## src/rtl/bus_arbiter.sv

```systemverilog
// -----------------------------------------------------------------------------
// bus_arbiter
//
// Purpose:
//   Grants a single-master bus interconnect to one of two masters (m0 =
//   processor, m1 = DMA / program loader). The owner's request is forwarded
//   combinationally to the interconnect; read data is captured into a
//   per-master register with a one-cycle valid pulse. An owner keeps the bus
//   for up to MAX_BURST consecutive cycles while the other master waits, then
//   the bus is handed over with no idle cycle in between.
//
// Build option:
//   BUS_ARB_RR_EN  defined   -> a tie in IDLE goes to the master that was not
//                               granted last (round-robin).
//                  undefined -> a tie in IDLE always goes to m0.
//
// Parameters:
//   MAX_BURST      consecutive granted cycles under contention (>= 1)
//
// Ports:
//   clk            clock, all state on the rising edge
//   rst_n          synchronous reset, active low
//   mX_req_i       master X requests an access (payload stable while high)
//   mX_rd_en_i     read strobe of master X
//   mX_wr_en_i     write strobe of master X
//   mX_addr_i      address of master X
//   mX_data_i      write data of master X
//   mX_gnt_o       registered grant to master X
//   mX_data_o      last read data captured for master X
//   mX_rvalid_o    one-cycle pulse the cycle after a completed read by X
//   bus_rd_en_o    read enable to the interconnect
//   bus_wr_en_o    write enable to the interconnect
//   bus_addr_o     address to the interconnect
//   bus_data_o     write data to the interconnect
//   bus_data_i     read data from the interconnect (same-cycle)
//   bus_owner_o    00 idle, 01 m0, 10 m1
// -----------------------------------------------------------------------------
module bus_arbiter #(
    parameter int MAX_BURST = 4
) (
    input  logic        clk,
    input  logic        rst_n,

    input  logic        m0_req_i,
    input  logic        m0_rd_en_i,
    input  logic        m0_wr_en_i,
    input  logic [31:0] m0_addr_i,
    input  logic [31:0] m0_data_i,
    output logic        m0_gnt_o,
    output logic [31:0] m0_data_o,
    output logic        m0_rvalid_o,

    input  logic        m1_req_i,
    input  logic        m1_rd_en_i,
    input  logic        m1_wr_en_i,
    input  logic [31:0] m1_addr_i,
    input  logic [31:0] m1_data_i,
    output logic        m1_gnt_o,
    output logic [31:0] m1_data_o,
    output logic        m1_rvalid_o,

    output logic        bus_rd_en_o,
    output logic        bus_wr_en_o,
    output logic [31:0] bus_addr_o,
    output logic [31:0] bus_data_o,
    input  logic [31:0] bus_data_i,
    output logic [1:0]  bus_owner_o
);

    localparam int CNT_W = (MAX_BURST > 1) ? $clog2(MAX_BURST) : 1;
    localparam logic [CNT_W-1:0] CNT_MAX = CNT_W'(MAX_BURST - 1);

    // Encoding doubles as the one-hot grant vector and the owner code.
    typedef enum logic [1:0] {
        IDLE = 2'b00,
        OWN0 = 2'b01,
        OWN1 = 2'b10
    } state_e;

    state_e           state_q, state_d;
    logic [CNT_W-1:0] cnt_q, cnt_d;

    // Per-master views so the datapath can be indexed by master number.
    logic [1:0]  req_a;
    logic [1:0]  rd_a;
    logic [1:0]  wr_a;
    logic [31:0] addr_a  [2];
    logic [31:0] wdata_a [2];

    assign req_a      = {m1_req_i,   m0_req_i};
    assign rd_a       = {m1_rd_en_i, m0_rd_en_i};
    assign wr_a       = {m1_wr_en_i, m0_wr_en_i};
    assign addr_a[0]  = m0_addr_i;
    assign addr_a[1]  = m1_addr_i;
    assign wdata_a[0] = m0_data_i;
    assign wdata_a[1] = m1_data_i;

    logic [1:0] gnt;
    assign gnt = state_q;

    // ------------------------------------------------------------------
    // Tie-break winner from IDLE
    // ------------------------------------------------------------------
    state_e tie_win;

`ifdef BUS_ARB_RR_EN
    // 1 = m1 was the most recently granted master. Reset to 1 so the first
    // tie after reset goes to m0.
    logic last_q, last_d;

    assign tie_win = last_q ? OWN0 : OWN1;

    always_comb begin
        last_d = last_q;
        if (state_d != state_q) begin
            if (state_d == OWN0) begin
                last_d = 1'b0;
            end else if (state_d == OWN1) begin
                last_d = 1'b1;
            end
        end
    end

    always_ff @(posedge clk) begin
        if (!rst_n) begin
            last_q <= 1'b1;
        end else begin
            last_q <= last_d;
        end
    end
`else
    assign tie_win = OWN0;
`endif

    // ------------------------------------------------------------------
    // Ownership FSM and burst counter
    // ------------------------------------------------------------------
    always_comb begin
        state_d = state_q;
        unique case (state_q)
            IDLE: begin
                if (req_a[0] && req_a[1]) begin
                    state_d = tie_win;
                end else if (req_a[0]) begin
                    state_d = OWN0;
                end else if (req_a[1]) begin
                    state_d = OWN1;
                end
            end
            OWN0: begin
                if (!req_a[0]) begin
                    state_d = req_a[1] ? OWN1 : IDLE;
                end else if (req_a[1] && (cnt_q == CNT_MAX)) begin
                    state_d = OWN1;
                end
            end
            OWN1: begin
                if (!req_a[1]) begin
                    state_d = req_a[0] ? OWN0 : IDLE;
                end else if (req_a[0] && (cnt_q == CNT_MAX)) begin
                    state_d = OWN0;
                end
            end
            default: state_d = IDLE;
        endcase
    end

    // Counts accesses of the current tenure; it saturates so a lone owner
    // can hold the bus indefinitely and still hand over on the next cycle
    // the other master shows up.
    always_comb begin
        cnt_d = cnt_q;
        if (state_d != state_q) begin
            cnt_d = '0;
        end else if ((state_q != IDLE) && ((gnt & req_a) != 2'b00)
                     && (cnt_q != CNT_MAX)) begin
            cnt_d = cnt_q + CNT_W'(1);
        end
    end

    always_ff @(posedge clk) begin
        if (!rst_n) begin
            state_q <= IDLE;
            cnt_q   <= '0;
        end else begin
            state_q <= state_d;
            cnt_q   <= cnt_d;
        end
    end

    // ------------------------------------------------------------------
    // Bus forwarding: zero everything unless the owner is actively asking.
    // ------------------------------------------------------------------
    logic own_sel;
    logic own_act;

    assign own_sel = state_q[1];
    assign own_act = (state_q != IDLE) && req_a[own_sel];

    always_comb begin
        bus_rd_en_o = 1'b0;
        bus_wr_en_o = 1'b0;
        bus_addr_o  = '0;
        bus_data_o  = '0;
        if (own_act) begin
            bus_rd_en_o = rd_a[own_sel];
            bus_wr_en_o = wr_a[own_sel];
            bus_addr_o  = addr_a[own_sel];
            bus_data_o  = wdata_a[own_sel];
        end
    end

    // ------------------------------------------------------------------
    // Per-master read capture
    // ------------------------------------------------------------------
    logic [1:0][31:0] rdata_w;
    logic [1:0]       rvalid_w;

    for (genvar gi = 0; gi < 2; gi++) begin : g_rd
        logic        rd_done;
        logic [31:0] data_q;
        logic        rvalid_q;

        assign rd_done = gnt[gi] & req_a[gi] & rd_a[gi];

        always_ff @(posedge clk) begin
            if (!rst_n) begin
                data_q   <= '0;
                rvalid_q <= 1'b0;
            end else begin
                rvalid_q <= rd_done;
                if (rd_done) begin
                    data_q <= bus_data_i;
                end
            end
        end

        assign rdata_w[gi]  = data_q;
        assign rvalid_w[gi] = rvalid_q;
    end

    assign m0_gnt_o    = gnt[0];
    assign m1_gnt_o    = gnt[1];
    assign m0_data_o   = rdata_w[0];
    assign m1_data_o   = rdata_w[1];
    assign m0_rvalid_o = rvalid_w[0];
    assign m1_rvalid_o = rvalid_w[1];
    assign bus_owner_o = state_q;

endmodule

```

## config.mk

```make
export PLATFORM = sky130hd
export DESIGN_NAME = bus_arbiter
export DESIGN_NICKNAME = d
export VERILOG_FILES = /design/src/rtl/bus_arbiter.sv
export SDC_FILE = /design/constraint.sdc
export NUM_CORES = 1
export LEC_CHECK = 0
export CAP_MARGIN = 25
export CORE_AREA = 2 2 119 121
export CTS_CLUSTER_DIAMETER = 80
export DETAILED_ROUTE_END_ITERATION = 10
export DIE_AREA = 0 0 121 123
export GPL_TIMING_DRIVEN = 0
export PLACE_DENSITY = 0.68
export SYNTH_ARGS = -nofsm -noshare
export SYNTH_HDL_FRONTEND = slang
export SYNTH_SLANG_ARGS = --single-unit
```

## constraint.sdc

```tcl
create_clock -name clk -period 3.7 [get_ports clk]
set_clock_uncertainty 0.05 [all_clocks]
set_input_delay 0.74 -clock clk [delete_from_list [all_inputs] [get_ports clk]]
set_output_delay 0.74 -clock clk [all_outputs]
set_load 0.02 [all_outputs]
```

======== Yosys cells after proc, flatten, opt, wreduce, memory -nomap -nowiden ========
Index checks and enable logic that the tools add are counted.
word-level totals
  flip-flop bits (word level) ............. 70
  input bits .............................. 168
  word-level logic and storage cells ...... 57
cells by class
  bitwise logic cells ..................... 7
  equal/unequal tests ..................... 5
  order comparisons ....................... 2
  reductions and logical operators ........ 10
  $add $sub $neg .......................... 1
  mux-type cells .......................... 26
operators by type and width
  kind                 count
  $mux 32              8
  $mux 2               8
  $mux 1               9
  $logic_and 1x1->1    6
  $pmux 2 s3           1
  $and 1x1->1          4
  $eq 2x2->1 const B   2
  $reduce_bool 2->1    2
  $add 2x1->2 const B  1
  $and 2x2->2          1
  $eq 2x1->1 const B   1
  $ge 2x2->1 const B   1
  $logic_not 2->1      1
  $lt 1x2->1 const B   1
  $ne 2x2->1           1
  $ne 2x2->1 const B   1
  $not 1->2            1
  $reduce_or 2->1      1
  $not 1->1            1

======== Logic depth before layout (Yosys ltp) ========
Gate-level depths: netlist of the first run.
  word-level depth ........................ 7
  gate-level depth with buffers ........... 6
  depth with buffers taken out ............ 5

======== Least setup slack after synthesis of the first run ========
Ideal clock, no wire load.
  path type ............................... input to output
  start point ............................. input m1_req_i
  end point ............................... output bus_addr_o[11]
  stages on the path ...................... 6
  required time ........................... 2.910 ns
  setup slack ............................. 1.242 ns
  arrival ................................. 1.668 ns
  buffers on the path ..................... 3
  cells stage by stage .................... buf_2 nand2_1 o21a_1 buf_6 buf_6 nor2_1
on the way
  word-level cells in the longest chain between the ends .. 4
ends and longest elaborated chain
  item                                        RTL line  source
  start: declaration                          53        input logic m1_req_i,
  $mux 1 (not written as such) (2 in series)  198       assign own_act = (state_q != IDLE) && req_a[own_sel];
  $logic_and 1x1->1                           198
  $mux 32                                     205       if (own_act) begin
  end: declaration                            64        output logic [31:0] bus_addr_o,
Every way passes these cells. The select of a mux whose other input is x is not followed.

======== Worst setup path in the final report of the first run ========
  start point ............................. input m0_req_i
  end point ............................... output bus_data_o[30]
on the way
  word-level cells in the longest chain between the ends .. 4
ends and longest elaborated chain
  item                                        RTL line  source
  start: declaration                          44        input logic m0_req_i,
  $mux 1 (not written as such) (2 in series)  198
  $logic_and 1x1->1                           198
  $mux 32                                     205
  end: declaration                            65        output logic [31:0] bus_data_o,
Every way passes these cells. The select of a mux whose other input is x is not followed.

==> results of run 1 <==
-- synth_stat cells --
cell type                  instances
sky130_fd_sc_hd__nand2_1         131
sky130_fd_sc_hd__dfxtp_1          70
sky130_fd_sc_hd__mux2i_1          67
sky130_fd_sc_hd__nor2_1           46
sky130_fd_sc_hd__a21boi_1         31
sky130_fd_sc_hd__a21oi_1          22
sky130_fd_sc_hd__nor2_4           20
sky130_fd_sc_hd__buf_2            16
sky130_fd_sc_hd__a21boi_0         14
sky130_fd_sc_hd__buf_4             9
sky130_fd_sc_hd__clkbuf_1          8
sky130_fd_sc_hd__buf_6             4
sky130_fd_sc_hd__and2_1            3
sky130_fd_sc_hd__nand3_1           3
sky130_fd_sc_hd__and3_1            2
sky130_fd_sc_hd__buf_8             2
sky130_fd_sc_hd__nor2b_1           2
sky130_fd_sc_hd__a2111o_1          1
sky130_fd_sc_hd__a31oi_1           1
sky130_fd_sc_hd__and4_1            1
sky130_fd_sc_hd__ha_1              1
sky130_fd_sc_hd__inv_1             1
sky130_fd_sc_hd__nand2_2           1
sky130_fd_sc_hd__nand2b_1          1
sky130_fd_sc_hd__nor3_1            1
sky130_fd_sc_hd__o211a_1           1
sky130_fd_sc_hd__o21a_1            1
sky130_fd_sc_hd__o21ai_0           1
sky130_fd_sc_hd__o31ai_1           1
sky130_fd_sc_hd__xor2_1            1
-- final cells by class --
| class | count | area share, % |
|---|---|---|
| Buffer | 39 | 3.442 |
| Tap cell | 180 | 3.067 |
| Sequential cell | 70 | 19.09 |
| Inverter | 1 | 0.05112 |
| Multi-Input combinational cell | 353 | 29.45 |
| Timing Repair Buffer | 302 | 41.17 |
| Clock inverter | 7 | 0.6646 |
| Clock buffer | 9 | 3.067 |
-- metrics by stage --
stage / power [mW] / cell area, µm² / instances / util (%)
6_report: 2.138 / 7342 / 961 / 53.94
3_5_place_dp: 1.372 / 7068 / 945 / 51.93
4_1_cts: 2.165 / 7342 / 961 / 53.94
2_1_floorplan: 1.043 / 3820 / 463 / -
3_3_place_gp: 1.364 / 7068 / 945 / 51.93
5_1_grt: 2.234 / 7342 / 961 / 53.94
-- worst reg2reg max path, stage by stage, from the launching register on --
cell and delay, ns:
sky130_fd_sc_hd__dfxtp_1 0.54, sky130_fd_sc_hd__nand3_1 0.31, sky130_fd_sc_hd__clkbuf_1 0.32, sky130_fd_sc_hd__nand2_1 0.13
sky130_fd_sc_hd__a21boi_1 0.07
-- final timing paths --
kind                         startpoint                    endpoint  slack (ns)  cells after the start
max reg2reg   bus_owner_o[0]$_SDFF_PN0_  m0_data_o[19]$_SDFFE_PN0P_        2.18                      4
min          m0_data_o[30]$_SDFFE_PN0P_  m0_data_o[30]$_SDFFE_PN0P_        0.40                      2
max                            m0_req_i              bus_data_o[30]        0.12                      7
min reg2reg  m0_data_o[30]$_SDFFE_PN0P_  m0_data_o[30]$_SDFFE_PN0P_        0.40                      2
-- kinds of logic after synthesis --
group / Yosys count
DFF: 70
muxes: 67
AOI/OAI and AO/OA: 73
and+or+nand+nor: 211
buffers and inverters: 40
adders and majority gates: 1
xor gates and xnor gates: 1
-- per-layer routing --
layer	wire length, µm	vias to the layer above	GRT usage (%)
met5	0	-	0
met4	337	0	6.105
met3	1066	26	5.351
met2	7584	170	34.48
met1	6198	1992	23.18
li1	-	2150	-
-- sequential cells by signal, summed over array words and instances (netlist names) --
signal,flops
m0_rvalid_o,1
cnt_q,2
bus_owner_o,2
m1_rvalid_o,1
m0_data_o,32
m1_data_o,32
-- where the power goes --
part | switching [mW] | internal [mW]
clock | 0.332 | 0.454
sequential | 0.0104 | 0.769
combinational | 0.245 | 0.328
-- cells in the final DEF, fill, tap and decap left out, drive strengths merged --
cell type,instances
o21ai,1
dfxtp,70
nand3,3
clkinvlp,1
a21boi,45
xor2,1
nand2b,1
and3,2
buf,31
clkdlybuf4s50,302
o31ai,1
inv,2
mux2i,67
a2111o,1
and4,1
clkinv,5
nand2,132
a21oi,22
nor2b,2
o211a,1
clkbuf,17
ha,1
and2,3
a31oi,1
o21a,1
nor2,66
nor3,1
==> results.md, run 1 <==
| Step | Result | Value |
|:---|:---|:---|
| sta | Unrepaired setup endpoints after global routing | no |
| placed design | Half-perimeter wire length of the detailed placement result | 12.61 mm |
| power | Total power density per cell area | 291.2 mW/mm² |
| global route | Maximum number of pins on one net before global-route repair | 14 |
| sta | Hold violation count in the final report | 0 |
| synth | Fraction of the mapped netlist area in compound gates | 12.97% |
| critical path | CP top delay family | buffers and inverters |
| floorplan | Number of ports placed on the die boundary | 304 |
| layout | Area occupied by multi-input gates | 0.002162 mm² |
| synth | Number of synthesized register bits | 70 |
| critical path | Required arrival time at the worst endpoint | 2.91 ns |
| placed design | Number of port buffers | 302 |
| layout | Number of antenna repair diodes | 0 |
| synth | Post-synthesis cell count | 463 |
| critical path | Worst EP arrival | 2.79 ns |
| placed design | Final GP Congestion | 0.8252 |
| sta | Tcrit/Tclk final | 96.82% |
| synth | Combinational family with the most area after synthesis | simple AND/OR/NAND/NOR gates |
| floorplan | Die Span Y | 123 µm |
| global route | Global-route congestion overflow total | 0 |
| cts | Count of clock tree sinks | 70 |
| route | Detailed-route via count | 4338 |
| status | Run status | complete, no violations |
| floorplan | Area enclosed by the die boundary | 0.01488 mm² |
| synth | Synth Warn # | 0 |
| cts | Number of hold-repair buffers added at the cts stage | 0 |
| route | Final wirelength | 15.19 mm |
| floorplan | Number of rows in the core area | 43 |
| global route | Number of global-route vias before repair | 4440 |
| route | Drt pass-1 iters | 5 |
| synth | Share of the yosys chip area belonging to registers | 36.69% |
| sta | Hold Worst Slack | 0.4013 ns |
| critical path | Most frequent cell on the critical path | sky130_fd_sc_hd__clkdlybuf4s50_1 |
| synth | Xor-xnor portion of the synthesized cell area | 0.2293% |
| placed design | Post-Place Worst Slack | 0.1141 ns |
| critical path | Worst path cell trace | clkdlybuf4s50_1 > nand2_2 > o21a_1 > buf_6 > buf_8 > nor2_4 > clkdlybuf4s50_1 |
| synth | Number of distinct library cells after synthesis | 30 |
| power | Leakage | 2.582 nW |
| route | Detailed router's first-iteration violation count | 183 |
| critical path | CP startpoint kind | input port |
| cts | TritonCTS clock tree | yes |
| sta | Slew at the pin closest to its max-slew limit | 0.4781 ns |
| synth | Post-synthesis share of cell area spent on and, or, nand and nor gates | 25.52% |
| route | Vias per inst | 4.514 |
| synth | Ranking of synthesized cells by area | sky130_fd_sc_hd__dfxtp_1 37%, sky130_fd_sc_hd__mux2i_1 18%, sky130_fd_sc_hd__nand2_1 13%, sky130_fd_sc_hd__a21boi_1 6.1%, sky130_fd_sc_hd__nor2_4 5.9% |
| synth | Arithmetic-cell share of the synthesized area counting full adders, half adders and majority gates | 0.3275% |
| synth | Syn nets | 632 |
| layout | Number of nets in the finished design | 945 |
| critical path | Category of the worst setup path capture point | output pin |
| critical path | Highest net fanout along the worst path | 10 |
| synth | Average size of a mapped cell | 8.250 µm² |
| route | Drc violations | 0 |
| layout | Filler Cell Count | 1301 |
| power | Worst IR Drop VDD | 0.2216 mV |
| sta | Max-slew headroom at the worst pin | 68.13% |
| critical path | Critical Setup Path Class | input port to output pin |
| cts | Post-CTS repair timing setup buffer count | 0 |
| synth | Synth top area share | 36.69% |
| floorplan | Effective utilization at floorplan | 28.06% |
| layout | Area taken by flip-flops and latches | 0.001401 mm² |
| global route | Initial antenna violation count | 0 |
| critical path | Crit path buffers/inverters | 4 |
| cts | Total of cells resized after clock tree synthesis | 0 |
| sta | Setup slack after layout | 0.1178 ns |
| hold path | Path category of the worst min-delay check | register to register |
| sta | Total negative slack for setup checks | 0 ns |
| sta | Setup Viol. Count Final | 0 |
| global route | Global router's overall resource usage | 19.59% |
| cts | Number of buffers inserted during clock tree synthesis | 9 |
| critical path | Biggest cell delay along the critical path | 0.64 ns |
| synth | Multiplexer area fraction after synthesis | 17.56% |
| route | Count of nets left with antenna violations after detail routing | 0 |
| run | Max-capacitance violation count | 0 |
| layout | Layout cells sized above 1 | 8.707% |
| route | WL per Instance | 15.80 µm |
| layout | Area overhead of the layout relative to synthesis | 92.20% |
| floorplan | Area of the core region | 0.01361 mm² |
| cts | Maximum buffer depth of the clock tree | 2 |
| critical path | Worst path slowest cell | sky130_fd_sc_hd__clkdlybuf4s50_1 |
| cts | Root buffer cell | sky130_fd_sc_hd__clkbuf_16 |
| sta | Number of slew-limit violations in the final report | 0 |
| sta | Max Freq | 279.2 MHz |
| cts | Deepest level of the CTS H-tree | 3 |
| sta | Post-route minimum period | 3.582 ns |
| cts | Clock transition at the registers of the reported paths | 0.05 ns |
| synth | Synth area leader | sky130_fd_sc_hd__dfxtp_1 |
| floorplan | Die span in x | 121 µm |
| global route | Global-route wire length before repair | 22.80 mm |
| cts | Latest clock arrival within the worst-skew pair | 0.33 ns |
| synth | Syn Std Cell Area | 0.003820 mm² |
No activity file was read; power rests on OpenSTA's default activity.
==> inputs of run 2 (changes only) <==
==> constraint.sdc (replaced) <==
create_clock -name clk -period 3.3 [get_ports clk]
set_clock_uncertainty 0.05 [all_clocks]
set_input_delay 0.66 -clock clk [delete_from_list [all_inputs] [get_ports clk]]
set_output_delay 0.66 -clock clk [all_outputs]
set_load 0.02 [all_outputs]
==> run 2 against run 1 <==
Design area hardly changed; sequential power is 12% higher; global-route usage stayed put; clock-buffer cell count stayed put; combinational power is 12% higher.
==> results.md, run 2 (synthesis gave the netlist of run 1 again) <==
| Step | Result | Value | vs previous |
|:---|:---|:---|:---|
| status | Run status | complete, no violations |  |
| cts | Deepest level of the CTS H-tree | 3 | unchanged |
| critical path | Category of the worst setup path capture point | output pin |  |
| route | Detailed router's first-iteration violation count | 183 | unchanged |
| floorplan | Die span in x | 121 µm | unchanged |
| sta | Hold violation count in the final report | 0 | unchanged |
| global route | Global-route congestion overflow total | 0 | unchanged |
| power | Part of the total power dissipated in the clock network | 36.7% | about the same |
| power | Net Switching | 0.6586 mW | +12% |
| layout | Leading cell type in the layout, fill and taps excluded | sky130_fd_sc_hd__clkdlybuf4s50_1 |  |
| layout | Final standard cell count with taps included and fillers excluded | 961 | unchanged |
| layout | Number of nets in the finished design | 945 | unchanged |
| placed design | Total instance count after detailed placement | 945 | unchanged |
| cts | Number of buffers inserted during clock tree synthesis | 9 | unchanged |
| sta | Max Freq | 317.2 MHz |  |
| global route | Global router's overall resource usage | 19.59% | unchanged |
| power | Leakage | 2.584 nW | about the same |
| layout | Fraction of the core area covered by cells at the end of the flow | 53.93% | about the same |
| floorplan | Effective utilization at floorplan | 28.06% | unchanged |
| sta | Post-route minimum period | 3.152 ns |  |
| power | Internal power | 1.739 mW | +12% |
| route | Drc violations | 0 | unchanged |
| cts | Root buffer cell | sky130_fd_sc_hd__clkbuf_16 |  |
| critical path | Critical Setup Path Class | input port to output pin |  |
| power | Total power density per cell area | 326.5 mW/mm² | +12% |
| sta | Slew at the pin closest to its max-slew limit | 0.4781 ns | unchanged |
| sta | Setup Viol. Count Final | 0 | unchanged |
| hold path | Path category of the worst min-delay check | register to register |  |
| route | Detailed-route via count | 4338 | unchanged |
| critical path | Highest net fanout along the worst path | 10 | unchanged |
| floorplan | Area enclosed by the die boundary | 0.01488 mm² | unchanged |
| sta | Tcrit/Tclk final | 95.53% |  |
| route | Count of nets left with antenna violations after detail routing | 0 | unchanged |
| global route | Initial antenna violation count | 0 | unchanged |
| critical path | Reg2reg path depth | 4 | unchanged |
| route | Drt pass-1 iters | 5 | unchanged |
| floorplan | Number of rows in the core area | 43 | unchanged |
| power | Sw Share | 27.47% | about the same |
| power | Register share of total power | 36.5% | about the same |
| layout | Number of antenna repair diodes | 0 | unchanged |
| critical path | Worst EP arrival | 2.44 ns | -0.35 ns |
| cts | Maximum buffer depth of the clock tree | 2 | unchanged |
| critical path | CP startpoint kind | input port |  |
| cts | Count of clock tree sinks | 70 | unchanged |
| route | Final wirelength | 15.19 mm | unchanged |
| floorplan | Area of the core region | 0.01361 mm² | unchanged |
| run | Max-capacitance violation count | 0 | unchanged |
| sta | Number of slew-limit violations in the final report | 0 | unchanged |
| cts | TritonCTS clock tree | yes |  |
| route | Vias per inst | 4.514 | unchanged |
| power | Post-layout total power | 2.397 mW | +12% |
| sta | Unrepaired setup endpoints after global routing | no |  |
| placed design | Half-perimeter wire length of the detailed placement result | 12.61 mm | unchanged |
| floorplan | Die Span Y | 123 µm | unchanged |
| hold path | Hold path depth | 2 | unchanged |
| floorplan | Number of ports placed on the die boundary | 304 | unchanged |
| power | Worst IR Drop VDD | 0.2485 mV | +12% |
| layout | Layout cells sized above 1 | 8.707% | unchanged |
| sta | Max-slew headroom at the worst pin | 68.13% | unchanged |
| global route | Global-route wire length before repair | 22.80 mm | unchanged |
| global route | Maximum number of pins on one net before global-route repair | 14 | unchanged |
| layout | Area overhead of the layout relative to synthesis | 92.17% | about the same |
| placed design | Final GP Congestion | 0.8252 | unchanged |
| critical path | Required arrival time at the worst endpoint | 2.59 ns | -0.32 ns |
| cts | Clock transition at the registers of the reported paths | 0.05 ns | about the same |
| layout | Commonest cells after routing, fill and taps aside | 301 x sky130_fd_sc_hd__clkdlybuf4s50_1, 131 x sky130_fd_sc_hd__nand2_1, 70 x sky130_fd_sc_hd__dfxtp_1 |  |
| cts | Latest clock arrival within the worst-skew pair | 0.33 ns | about the same |
| power | Combinational share of power | 26.8% | about the same |
| cts | Number of hold-repair buffers added at the cts stage | 0 | unchanged |
| global route | Number of global-route vias before repair | 4440 | unchanged |
| placed design | Number of port buffers | 302 | unchanged |
| placed design | Post-placement cell area | 0.007068 mm² | unchanged |
| layout | Final design instance area without fill | 0.007341 mm² | about the same |
| route | WL per Instance | 15.80 µm | unchanged |
## run 2: cell count changes in the layout (fill, tap and decap cells not counted), sizes merged
| cell | change |
|---|---|
| clkdlybuf4s50 | -1 |
| dlygate4sd2 | +1 |
## run 2: cell type report
class	instances	area [µm²]
repair buffers	302	3022
clock inverters	7	48.80
flip-flops and latches	70	1401
well taps	180	225.2
multi-input cells	353	2162
plain buffers	39	252.7
clock buffers	9	225.2
inverters	1	3.754
fillers	1302	6271
## run 2: final timing paths
path / slack, ns / endpoint / start
hold reg to reg: 0.40 / m0_data_o[30]$_SDFFE_PN0P_ / m0_data_o[30]$_SDFFE_PN0P_
setup / recovery: 0.15 / bus_data_o[30] / m0_req_i
setup reg to reg: 1.78 / m0_data_o[19]$_SDFFE_PN0P_ / bus_owner_o[0]$_SDFF_PN0_
hold / removal: 0.40 / m0_data_o[30]$_SDFFE_PN0P_ / m0_data_o[30]$_SDFFE_PN0P_
## run 2: metal layers
metal,vias up,routed length (µm),track usage [%]
li1,2150,-,-
met1,1992,6199,23.18
met2,170,7583,34.48
met3,26,1066,5.351
met4,0,337,6.105
met5,-,0,0
## run 2: worst max-delay path, stage by stage
cell and delay [ns]:
sky130_fd_sc_hd__dlygate4sd2_1 0.36, sky130_fd_sc_hd__nand2_2 0.11, sky130_fd_sc_hd__o21a_1 0.22, sky130_fd_sc_hd__buf_6 0.16, sky130_fd_sc_hd__buf_8 0.17, sky130_fd_sc_hd__nor2_4 0.11
sky130_fd_sc_hd__clkdlybuf4s50_1 0.64
## run 2: power groups by stage
| stage | Combinational [mW] | Clock, mW | Sequential [mW] |
|---|---|---|---|
| after CTS | 0.649 | 0.904 | 0.874 |
| after floorplan | 0.258 | 0 | 0.911 |
| final | 0.642 | 0.881 | 0.874 |
| after global routing | 0.685 | 0.944 | 0.875 |
| after global placement | 0.638 | 0 | 0.892 |
| after detailed placement | 0.646 | 0 | 0.892 |
## run 2: metrics by stage
stage	hold slack (ns)	TNS, ns	worst slack [ns]
4_1_cts	0.4048	0	0.1387
3_5_place_dp	0.3972	-3.919	-0.1259
2_1_floorplan	0.4368	0	1.002
3_3_place_gp	0.3920	-2.033	-0.08581
5_1_grt	0.4273	0	0.05782
6_report	0.4013	0	0.1477
## run 2: timing repair
action,4_1_cts,5_1_grt
gates resized for setup,1,0
endpoints found under the setup margin,48,0
endpoints found under the hold margin,0,0
setup buffers,0,0
==> inputs of run 3 (changes only) <==
--- a/config.mk
+++ b/config.mk
@@ -12,6 +12,7 @@
 export DIE_AREA = 0 0 121 123
 export GPL_TIMING_DRIVEN = 0
 export PLACE_DENSITY = 0.68
+export SLEW_MARGIN = 20
 export SYNTH_ARGS = -nofsm -noshare
 export SYNTH_HDL_FRONTEND = slang
 export SYNTH_SLANG_ARGS = --single-unit
==> constraint.sdc (replaced) <==
create_clock -name clk -period 3.3 [get_ports clk]
set_clock_uncertainty 0.05 [all_clocks]
set_input_delay 0.66 -clock clk [delete_from_list [all_inputs] [get_ports clk]]
set_output_delay 0.66 -clock clk [all_outputs]
set_load 0.005 [all_outputs]
==> results of run 3 <==
Same layout as run 2 (identical final DEF). Status: complete, no violations.
Among the figures that moved: setup slack after placement -0.1259 ns -> -0.02422 ns; setup slack after layout 0.1477 ns -> 0.2490 ns; total power 2.397 mW -> 2.330 mW; worst IR drop on VDD 0.2485 mV -> 0.2480 mV
